[config.mk]
export PLATFORM = sky130hd
export DESIGN_NAME = seg_buffer_stream
export DESIGN_NICKNAME = d
export VERILOG_FILES = /design/src/rtl/seg_buffer_stream.sv
export SDC_FILE = /design/constraint.sdc
export NUM_CORES = 1
export LEC_CHECK = 0
export CORE_MARGIN = 3
export CORE_UTILIZATION = 52
export DETAILED_ROUTE_END_ITERATION = 8
export PLACE_DENSITY = 0.81
export SYNTH_ARGS = -nofsm -noshare
export SYNTH_HDL_FRONTEND = slang
export SYNTH_SLANG_ARGS = --single-unit
[constraint.sdc]
create_clock -name clk -period 3.95 [get_ports clk]
set_input_delay 0.395 -clock clk [delete_from_list [all_inputs] [get_ports clk]]
set_output_delay 0.395 -clock clk [all_outputs]
set_load 0.02 [all_outputs]
[src/rtl/seg_buffer_stream.sv]
// Segment buffer rectangle streamer: bounding box of (A,B) grown by dist, emitted as 4 vertices.
// Latency: segment accepted at edge k gives first vertex valid after edge k+1, last beat at k+5 with no stalls.
// Backpressure: one segment in flight (in_ready only in IDLE); vertex outputs hold while out_ready=0.
// Optional SEG_BUFFER_SATURATE_EN: clamp out-of-range corners and flag out_clip (default: wrap, out_clip=0).
module seg_buffer_stream #(
    parameter int COORD_W = 8,
    parameter int DIST_W  = 4
) (
    input  logic               clk,
    input  logic               rst_n,
    input  logic               in_valid,
    output logic               in_ready,
    input  logic [COORD_W-1:0] in_ax,
    input  logic [COORD_W-1:0] in_ay,
    input  logic [COORD_W-1:0] in_bx,
    input  logic [COORD_W-1:0] in_by,
    input  logic [DIST_W-1:0]  in_dist,
    output logic               out_valid,
    input  logic               out_ready,
    output logic [COORD_W-1:0] out_x,
    output logic [COORD_W-1:0] out_y,
    output logic [1:0]         out_idx,
    output logic               out_last,
    output logic               out_clip,
    output logic               busy
);

    typedef enum logic [1:0] {IDLE, CALC, EMIT} state_t;

    state_t             state;
    logic [COORD_W-1:0] ax_q, ay_q, bx_q, by_q;
    logic [DIST_W-1:0]  dist_q;
    logic [COORD_W-1:0] xlo_q, xhi_q, ylo_q, yhi_q;

    logic [COORD_W-1:0] dist_ext;
    logic [COORD_W-1:0] xmin, xmax, ymin, ymax;
    logic [COORD_W-1:0] xlo_n, xhi_n, ylo_n, yhi_n;
    logic               degen_n;
    logic [1:0]         nxt_idx;
    logic [COORD_W-1:0] nxt_x, nxt_y;

`ifdef SEG_BUFFER_SATURATE_EN
    logic [COORD_W:0]   xlo_w, xhi_w, ylo_w, yhi_w;
    logic               clip_n;
    logic               clip_q;
`endif

    assign in_ready = (state == IDLE) & rst_n;
    assign busy     = (state != IDLE);

    // Corner arithmetic on the captured segment; the extra top bit flags under/overflow.
    always_comb begin
        dist_ext = COORD_W'(dist_q);
        xmin = (ax_q < bx_q) ? ax_q : bx_q;
        xmax = (ax_q < bx_q) ? bx_q : ax_q;
        ymin = (ay_q < by_q) ? ay_q : by_q;
        ymax = (ay_q < by_q) ? by_q : ay_q;
`ifdef SEG_BUFFER_SATURATE_EN
        xlo_w  = {1'b0, xmin} - {1'b0, dist_ext};
        xhi_w  = {1'b0, xmax} + {1'b0, dist_ext};
        ylo_w  = {1'b0, ymin} - {1'b0, dist_ext};
        yhi_w  = {1'b0, ymax} + {1'b0, dist_ext};
        xlo_n  = xlo_w[COORD_W] ? '0 : xlo_w[COORD_W-1:0];
        xhi_n  = xhi_w[COORD_W] ? '1 : xhi_w[COORD_W-1:0];
        ylo_n  = ylo_w[COORD_W] ? '0 : ylo_w[COORD_W-1:0];
        yhi_n  = yhi_w[COORD_W] ? '1 : yhi_w[COORD_W-1:0];
        clip_n = xlo_w[COORD_W] | xhi_w[COORD_W] | ylo_w[COORD_W] | yhi_w[COORD_W];
`else
        // Only the low COORD_W bits survive when wrapping, so compute at that width.
        xlo_n = xmin - dist_ext;
        xhi_n = xmax + dist_ext;
        ylo_n = ymin - dist_ext;
        yhi_n = ymax + dist_ext;
`endif
        degen_n = (xlo_n == xhi_n) & (ylo_n == yhi_n);
    end

    // Next vertex in the order (lo,lo) (hi,lo) (hi,hi) (lo,hi).
    always_comb begin
        nxt_idx = out_idx + 2'd1;
        nxt_x   = (nxt_idx == 2'd1 || nxt_idx == 2'd2) ? xhi_q : xlo_q;
        nxt_y   = (nxt_idx[1]) ? yhi_q : ylo_q;
    end

    // Control FSM with registered vertex outputs.
    always_ff @(posedge clk) begin
        if (!rst_n) begin
            state     <= IDLE;
            ax_q      <= '0;
            ay_q      <= '0;
            bx_q      <= '0;
            by_q      <= '0;
            dist_q    <= '0;
            xlo_q     <= '0;
            xhi_q     <= '0;
            ylo_q     <= '0;
            yhi_q     <= '0;
            out_valid <= 1'b0;
            out_x     <= '0;
            out_y     <= '0;
            out_idx   <= 2'd0;
            out_last  <= 1'b0;
`ifdef SEG_BUFFER_SATURATE_EN
            clip_q    <= 1'b0;
`endif
        end else begin
            case (state)
                IDLE: begin
                    if (in_valid) begin
                        ax_q   <= in_ax;
                        ay_q   <= in_ay;
                        bx_q   <= in_bx;
                        by_q   <= in_by;
                        dist_q <= in_dist;
                        state  <= CALC;
                    end
                end
                CALC: begin
                    xlo_q     <= xlo_n;
                    xhi_q     <= xhi_n;
                    ylo_q     <= ylo_n;
                    yhi_q     <= yhi_n;
                    out_valid <= 1'b1;
                    out_x     <= xlo_n;
                    out_y     <= ylo_n;
                    out_idx   <= 2'd0;
                    out_last  <= degen_n;
`ifdef SEG_BUFFER_SATURATE_EN
                    clip_q    <= clip_n;
`endif
                    state     <= EMIT;
                end
                EMIT: begin
                    if (out_ready) begin
                        if (out_last) begin
                            out_valid <= 1'b0;
                            out_x     <= '0;
                            out_y     <= '0;
                            out_idx   <= 2'd0;
                            out_last  <= 1'b0;
`ifdef SEG_BUFFER_SATURATE_EN
                            clip_q    <= 1'b0;
`endif
                            state     <= IDLE;
                        end else begin
                            out_idx  <= nxt_idx;
                            out_x    <= nxt_x;
                            out_y    <= nxt_y;
                            out_last <= (nxt_idx == 2'd3);
                        end
                    end
                end
                default: state <= IDLE;
            endcase
        end
    end

`ifdef SEG_BUFFER_SATURATE_EN
    assign out_clip = clip_q;
`else
    assign out_clip = 1'b0;
`endif

endmodule

==> results.ini <==
[outcome]
status = complete, no violations

[synth]
yosysMostFrequentCell = nand2_1
synth_commonest_cells = nand2_1, dfxtp_1, a21oi_1
synth_enable_flop_cells = 0
ys.flop_type = dfxtp_1
ys_seq_area_share_pct = 32.1
synth.avg_cell_area_um2 = 7.79
synthArstFlopShare_pct = 0
synth_area_mm2 = 0.00561
ys_types = 51
netlist.top_cell.by_area = dfxtp_1
netlist.area_leader.share_pct = 32.1
syn_inst = 720
ys_warn_count = 0
yosys_register_bits = 90
synth_nets = 799
ys_top_cells_by_area = dfxtp_1, nand2_1, ha_1

[worst_hold_path]
hp-class = register to register
min_path_cells = 2
min_from = yhi_q[6]
whs_endpoint = yhi_q[6]

[cells_and_area]
stdcell_count = 912
area_growth_syn_to_layout_pct = 19.3
layout-drive-gt1-share_pct = 10.4
n_antenna_cell = 0
finalCoreUtilization_pct = 64.2
num-nets-final = 850

[global_routing]
grt_usage_pct = 24.0
grt-ovfl-total = 0
grt_first_pass_wirelength_um = 23000
grt_pass1_vias = 4840
grt_max_degree = 56
antenna_found_initial = 0

[worst_setup_path]
r2r-end = out_last
rr_startpoint = by_q[2]
required_ns = 4.23
r2r_setup_slack_ns = 0.09
crit_fanout = 4
cp.arrival_ns = 4.14
cp-start-kind = register
worstSetupPathType = register to register
setup.worst_path.end_class = register
r2r_cells = 16

[clock_tree]
cts_root_buffer = clkbuf_8
cts_sinks = 90
path_clk_slew_ns = 0.10
cts.path.max_buffers = 2
clock_latency_ns = 0.37
tritoncts = done
cts_max_level = 3
cts_inserted_buffers = 9

[power_and_ir_drop]
leakage_nw = 2.68
total_power_mw = 2.83
power.density_mw_per_mm2 = 423
ir_drop_uv = 260

[detailed_routing]
wl_met3_um = 776
via_per_inst = 5.63
vias = 5136
initialDrtViolationCount = 365
drc = 0
drt_wl_total_um = 14400
wl_met2_um = 6810
wl_met1_um = 6590
ant_nets = 0
drt-wirelength-per-cell_um = 15.8
maxUsedRoutingLayer = met4
first_pass_iters = 5

[timing]
maxSlewViolCount = 0
fin_worst_skew_ns = 0.0117
slew_headroom_pct = 23.0
worst_slew_pin_slew_ns = 1.15
fin_ws_ns = 0.0883
setup_tns_ns = 0
final_hold_viol_count = 0
fmax_mhz = 259
fin_crit_ns = 3.86
setup_viol = 0
timing.final.crit_share_pct = 97.8

[die]
core_region_area_mm2 = 0.0104
initial_core_util_pct = 53.8
fp.dieH_um = 110
rows = 37
die_x_um = 110
io-pin-count = 63
design.die.area_mm2 = 0.0121

[place]
io_buffers = 61
place.detailed.hpwl_um = 10600
place_ws_ns = -0.00817
place_inst = 890
gp_congestion = 0.902

[job]
maxCapViolations = 0

-- cell usage in the layout, fill, tap and decap left out, drive strengths merged, types with 2 or more instances in the layout --
cell type,instances
a21boi,4
nand4,2
dfxtp,90
nor4,2
o21ai,39
inv,31
buf,25
mux2i,29
a21o,2
nor2,57
nand3,5
o211ai,4
and2,2
a221oi,5
o41ai,5
nor2b,3
nand2,139
nand2b,12
nor3,21
xnor2,26
xor2,23
and3,4
ha,35
o21a,2
fa,4
o211a,4
a31oi,6
mux2,13
o221ai,2
a211oi,8
clkinv,2
clkdlybuf4s50,61
clkbuf,9
a21oi,82
or3,7
o2bb2ai,2
-- power by group --
part           switching (mW)  total (mW)  leakage [nW]  internal, mW
registers              0.0519        1.03         0.739         0.978
logic                   0.640        1.11          1.83         0.475
clock network           0.374       0.686         0.111         0.312
total                    1.07        2.83          2.68          1.76
-- repair_timing --
item,CTS,global route
setup buffers,1,4
pin swaps,1,9
endpoints found under the hold margin,0,0
endpoints found under the setup margin,1,2
hold buffers,0,0
resized for setup,2,22
cloned,0,1
-- critical path, cell delays in order, from the launching register on --
cell       delay, ns
dfxtp_2         0.37
inv_1           0.07
ha_1            0.29
a211oi_1        0.26
o21ai_1         0.15
a21oi_2         0.25
buf_4           0.18
mux2i_2         0.09
ha_1            0.21
fa_1            0.41
nand2b_1        0.23
o2bb2ai_2       0.20
xnor2_1         0.17
xnor2_1         0.18
nor4_2          0.25
nand4_1         0.16
o41ai_2         0.32
-- registers in the layout, summed over array words and instances (netlist names), 2 cells and up --
signal and flops:
bx_q 8, xhi_q 8, xlo_q 8, dist_q 4, out_idx 2, state 2, out_y 8, yhi_q 8
ax_q 8, ay_q 8, out_x 8, by_q 8, ylo_q 8
-- kinds of logic (layout without fill, tap and decap cells) --
kind of cell,after synthesis,in the layout,share of synthesized area (%)
buffers and inverters,74,129,5.44
other,1,1,0.0669
adders and majority gates,39,39,9.23
xor gates and xnor gates,49,49,7.65
muxes,42,42,7.78
DFF,90,90,32.1
and+or+nand+nor,255,255,19.3
AOI/OAI and AO/OA,170,171,18.4
-- layer usage --
layer / vias to the layer above / GRT usage, %
li1: 2568 / -
met1: 2377 / 32.3
met2: 170 / 39.9
met3: 21 / 3.29
met4: 0 / 7.21
met5: - / 0
-- area by class of cell --
| class | count | area [um2] |
|---|---|---|
| Clock buffer | 9 | 124 |
| Timing Repair Buffer | 86 | 798 |
| Clock inverter | 7 | 95.1 |
| Tap cell | 136 | 170 |
| Multi-Input combinational cell | 557 | 3590 |
| Inverter | 27 | 101 |
| Sequential cell | 90 | 1810 |
| Fill cell | 909 | 3730 |
-- worst max path at each step --
stage,startpoint,end,cells after the start
finish,by_q[2],out_last,16
global route,bx_q[1],out_last,14
CTS,by_q[2],out_last,16
detailed placement,by_q[2],out_last,16
global placement,by_q[2],out_last,16
floorplan,by_q[5],out_last,19
-- through the flow --
step / hold WS (ns) / instance area [um2]
final: 0.461 / 6690
after global routing: 0.488 / 6690
after CTS: 0.461 / 6580
after detailed placement: 0.446 / 6340
after global placement: 0.438 / 6340
after floorplan: 0.429 / 5610
(Power assumes the default switching activity.)
